===== config.mk =====
export PLATFORM = sky130hd
export DESIGN_NAME = tcdm_req_root_slice
export DESIGN_NICKNAME = d
export VERILOG_FILES = /design/src/rtl/tcdm_req_root_slice.sv
export SDC_FILE = /design/constraint.sdc
export NUM_CORES = 1
export LEC_CHECK = 0
export ABC_AREA = 1
export BUFFER_PORTS_ARGS = -buffer_cell sky130_fd_sc_hd__buf_2
export CAP_MARGIN = 40
export CORE_MARGIN = 2
export CORE_UTILIZATION = 55
export CTS_CLUSTER_SIZE = 8
export DETAILED_ROUTE_END_ITERATION = 10
export HOLD_SLACK_MARGIN = 0.1
export PLACE_DENSITY = 0.84
export SYNTH_ARGS = -nofsm -noshare
export SYNTH_HDL_FRONTEND = slang
export SYNTH_SLANG_ARGS = --single-unit

===== constraint.sdc =====
create_clock -name clk -period 2.6 [get_ports clk]
set_input_delay 0 -clock clk [delete_from_list [all_inputs] [get_ports clk]]
set_output_delay 0 -clock clk [all_outputs]
set_load 0.02 [all_outputs]

===== src/rtl/tcdm_req_root_slice.sv =====
// Root slice of one bank's request arbitration tree: a 2-entry request buffer that
// decouples the bank grant from the tree, round-robin flag generation and response return.
module tcdm_req_root_slice #(
    parameter int unsigned ADDR_WIDTH   = 32,
    parameter int unsigned DATA_WIDTH   = 32,
    parameter int unsigned BE_WIDTH     = DATA_WIDTH / 8,
    parameter int unsigned ID_WIDTH     = 16,
    parameter int unsigned N_MASTER     = 16,
    parameter int unsigned LOG_N_MASTER = $clog2(N_MASTER)
) (
    input  logic                    clk,
    input  logic                    rst_n,
    input  logic                    data_req_i,
    input  logic [ADDR_WIDTH-1:0]   data_add_i,
    input  logic                    data_wen_i,
    input  logic [DATA_WIDTH-1:0]   data_wdata_i,
    input  logic [BE_WIDTH-1:0]     data_be_i,
    input  logic [ID_WIDTH-1:0]     data_ID_i,
    output logic                    data_gnt_o,
    output logic [LOG_N_MASTER-1:0] RR_FLAG_o,
    output logic                    mem_req_o,
    output logic [ADDR_WIDTH-1:0]   mem_add_o,
    output logic                    mem_wen_o,
    output logic [DATA_WIDTH-1:0]   mem_wdata_o,
    output logic [BE_WIDTH-1:0]     mem_be_o,
    input  logic                    mem_gnt_i,
    input  logic [DATA_WIDTH-1:0]   mem_rdata_i,
    output logic                    r_valid_o,
    output logic [ID_WIDTH-1:0]     r_ID_o,
    output logic [DATA_WIDTH-1:0]   r_rdata_o
);

    logic [1:0]            count_q;
    logic                  wr_ptr_q;
    logic                  rd_ptr_q;
    logic [ADDR_WIDTH-1:0] add_q   [2];
    logic                  wen_q   [2];
    logic [DATA_WIDTH-1:0] wdata_q [2];
    logic [BE_WIDTH-1:0]   be_q    [2];
    logic [ID_WIDTH-1:0]   id_q    [2];
    logic [LOG_N_MASTER-1:0] rr_flag_q;
    logic                  r_valid_q;
    logic [ID_WIDTH-1:0]   r_id_q;
    logic                  push;
    logic                  pop;

    // Grant and bank request come only from the registered fill level, so the
    // bank grant never reaches back into the tree combinationally.
    assign data_gnt_o = (count_q != 2'd2);
    assign mem_req_o  = (count_q != 2'd0);
    assign push       = data_req_i & data_gnt_o;
    assign pop        = mem_req_o & mem_gnt_i;

    assign mem_add_o   = add_q[rd_ptr_q];
    assign mem_wen_o   = wen_q[rd_ptr_q];
    assign mem_wdata_o = wdata_q[rd_ptr_q];
    assign mem_be_o    = be_q[rd_ptr_q];

    assign RR_FLAG_o = rr_flag_q;
    assign r_valid_o = r_valid_q;
    assign r_ID_o    = r_id_q;
    assign r_rdata_o = mem_rdata_i;

    always_ff @(posedge clk or negedge rst_n) begin
        if (!rst_n) begin
            count_q  <= 2'd0;
            wr_ptr_q <= 1'b0;
            rd_ptr_q <= 1'b0;
            for (int i = 0; i < 2; i++) begin
                add_q[i]   <= '0;
                wen_q[i]   <= 1'b0;
                wdata_q[i] <= '0;
                be_q[i]    <= '0;
                id_q[i]    <= '0;
            end
        end else begin
            if (push) begin
                add_q[wr_ptr_q]   <= data_add_i;
                wen_q[wr_ptr_q]   <= data_wen_i;
                wdata_q[wr_ptr_q] <= data_wdata_i;
                be_q[wr_ptr_q]    <= data_be_i;
                id_q[wr_ptr_q]    <= data_ID_i;
                wr_ptr_q          <= ~wr_ptr_q;
            end
            if (pop) begin
                rd_ptr_q <= ~rd_ptr_q;
            end
            if (push && !pop) begin
                count_q <= count_q + 2'd1;
            end else if (!push && pop) begin
                count_q <= count_q - 2'd1;
            end
        end
    end

    // The flag advances only on an accepted request, keeping the tree's
    // selection stable while the root is stalled.
    always_ff @(posedge clk or negedge rst_n) begin
        if (!rst_n) begin
            rr_flag_q <= '0;
        end else if (push) begin
            rr_flag_q <= rr_flag_q + LOG_N_MASTER'(1);
        end
    end

    always_ff @(posedge clk or negedge rst_n) begin
        if (!rst_n) begin
            r_valid_q <= 1'b0;
            r_id_q    <= '0;
        end else begin
            r_valid_q <= pop;
            if (pop) begin
                r_id_q <= id_q[rd_ptr_q];
            end
        end
    end

endmodule


==> results.toml <==
[route]
postRouteAntennaNets = 0
wl_per_cell_um = 14.4
firstDrtPassIters = 5
dr.first_iter.drc_count = 671
avgViaCountPerCell = 5.01
wirelength_um = 23200
drc = 0
vias = 8084

[synthesis]
yosysUniqueCellTypes = 20
synth_top_area_share_pct = 55.8
synth_seq_cells = 195
synth_nets = 1264
ys_warn_count = 0
avgSynthCellArea_um2 = 7.67
seq_area_frac_synth_pct = 55.8
syn_inst = 1141
synth_top_area_cell = "dfrtp_1"
syn-cell-area_um2 = 8750
yosys-top-cells-area = "dfrtp_1 (56%), nand2_1 (36%), buf_4 (3.9%)"

[setup_path]
crit_type = "flip-flop to primary output"
end_kind = "primary output"
crit_required_ns = 2.60
r2r_end = "r_ID_o[15]$_DFFE_PN0P_"
rr_startpoint = "count_q[1]$_DFFE_PN0P_"
startpoint_type = "flip-flop"
cp_max_fo = 45
reg2reg_depth = 6
crit_arrival_ns = 1.90
cp-startpoint = "rd_ptr_q$_DFFE_PN0P_"
r2r_slack_ns = 0.82

[finish]
instances_no_fill = 1612
mostFrequentLayoutCell = "nand2_1"
nets = 1507
n_antenna_cell = 0
fin_area_um2 = 11300
drive_gt1_share_pct = 16.7
areaGrowthSynthToFinish_pct = 29.8
mostFrequentLayoutCells = "nand2_1 (829), dfrtp_1 (194), buf_2 (179)"
fin_util_pct = 72.2

[timing]
fin_crit_sh_pct = 73.1
rsz0062_at_grt = "no"
skew_ns = 0.00812
worst_slew_pin_slew_ns = 0.714
hold_violations = 0
setup_viol = 0
fmax_mhz = 526
tns_ns = 0
slew_viol_final = 0
finalCriticalPeriod_ns = 1.90
slew_headroom_pct = 52.4

[floorplan]
dieArea_um2 = 16900
start_util_pct = 55.7
coreArea_um2 = 15700
core.rowCount = 46
ios = 245
die_x_um = 130
die_h_um = 130

[power]
ir_drop_uv = 645
power_density_nw_per_um2 = 1270
leakage_nw = 6.52

[cts]
clk_path_buf_depth = 2
cts_root_buffer = "clkbuf_16"
cts_tree = "yes"
ctsResizeCount = 0
path_clk_slew_ns = 0.06
clock_sinks = 195
numCtsBuffers = 17
insertion_delay_ns = 0.43
h-tree-depth = 4

[grt]
grt_antenna_before_repair = 0
grt_overflow = 0
grt_pass1_wl_um = 36800
first_global_vias = 7840
grt_max_degree = 89
grt_use_total_pct = 27.9

[place]
routabilityCongestion = 0.777
placed_area_um2 = 9550
portBuffers = 180
placed_cells = 1461
dp_hpwl_um = 12500

[run]
maxCapViolations = 0

[run_status]
run_status = "completed"

[hold_path]
hold_path.class = "primary input to async pin"
sequential cells by signal (all words and copies together), names as in the netlist:
| signal | count |
|---|---|
| r_ID_o | 16 |
| add_q | 64 |
| id_q | 32 |
| wen_q | 2 |
| rd_ptr_q | 1 |
| count_q | 2 |
| RR_FLAG_o | 4 |
| r_valid_o | 1 |
| be_q | 8 |
| wr_ptr_q | 1 |
| wdata_q | 64 |
logic make-up (layout without fill, tap and decap cells):
| group | after synthesis | in the layout | synth area share, % |
|---|---|---|---|
| xor+xnor | 4 | 4 | 0.401 |
| simple gates | 840 | 840 | 36.5 |
| buf+inv | 98 | 353 | 6.81 |
| compound gates | 2 | 2 | 0.243 |
| fa+ha+maj | 2 | 2 | 0.286 |
| flops | 195 | 195 | 55.8 |
per-layer routing:
| layer | routed length (um) | global-route usage [%] | up-vias | part of all wire, % |
|---|---|---|---|---|
| met3 | 1220 | 4.80 | 85 | 5.3 |
| met1 | 9170 | 34.7 | 3813 | 40 |
| met4 | 926 | 14.9 | 0 | 4.0 |
| met2 | 11800 | 46.8 | 335 | 51 |
| met5 | 0 | 0 | - | 0 |
| li1 | - | - | 3851 | - |
per-stage QoR:
step | power (mW) | hold WS (ns) | worst slack [ns]
finish | 14.4 | 0.165 | 0.701
CTS | 14.3 | 0.215 | 0.686
global route | 15.4 | 0.243 | 0.598
floorplan | 9.53 | -0.296 | 0.926
global placement | 11.2 | 0.000137 | 0.951
detailed placement | 11.4 | 0.000137 | 0.819
area by class of cell:
cell class / count / area [um2]
repair buffers: 313 / 2300
inverters: 9 / 33.8
multi-input cells: 848 / 3270
flip-flops and latches: 195 / 4880
well taps: 216 / 270
clock inverters: 9 / 130
fillers: 1152 / 4360
clock buffers: 22 / 464
report_power, final:
| part | internal, mW | switching [mW] | total [mW] |
|---|---|---|---|
| Combinational | 2.08 | 4.40 | 6.48 |
| Sequential | 4.46 | 0.794 | 5.25 |
| Clock | 1.56 | 1.10 | 2.65 |
synth_stat cells:
library cell,instances
o21ai_0,1
ha_1,2
nand2_2,3
buf_4,45
nand4_1,2
xor2_1,1
dfrtp_1,195
nor2_4,2
a21oi_4,1
buf_6,5
buf_1,7
nand2_1,830
nand2_4,1
clkinv_1,1
nand3_1,2
buf_2,17
xnor2_1,3
inv_1,5
inv_2,3
clkbuf_1,15
worst max-delay path by stage:
| stage | end | cells after the start |
|---|---|---|
| global route | mem_add_o[21] | 5 |
| finish | mem_add_o[21] | 5 |
| global placement | r_ID_o[14]$_DFFE_PN0P_ | 6 |
| CTS | mem_add_o[21] | 5 |
| floorplan | count_q[1]$_DFFE_PN0P_ | 9 |
| detailed placement | r_ID_o[15]$_DFFE_PN0P_ | 6 |
critical path, stage by stage, from the launching register on:
cell and delay (ns):
dfrtp_2 0.36, buf_4 0.42, buf_12 0.30, nand2_1 0.08, nand2_1 0.10, buf_2 0.17
what timing repair did:
item                       in CTS  in global routing
hold buffers                  120                  0
setup endpoints to repair       0                  0
hold endpoints to repair      300                  0
setup buffers                   0                  0
(Power assumes the default switching activity.)
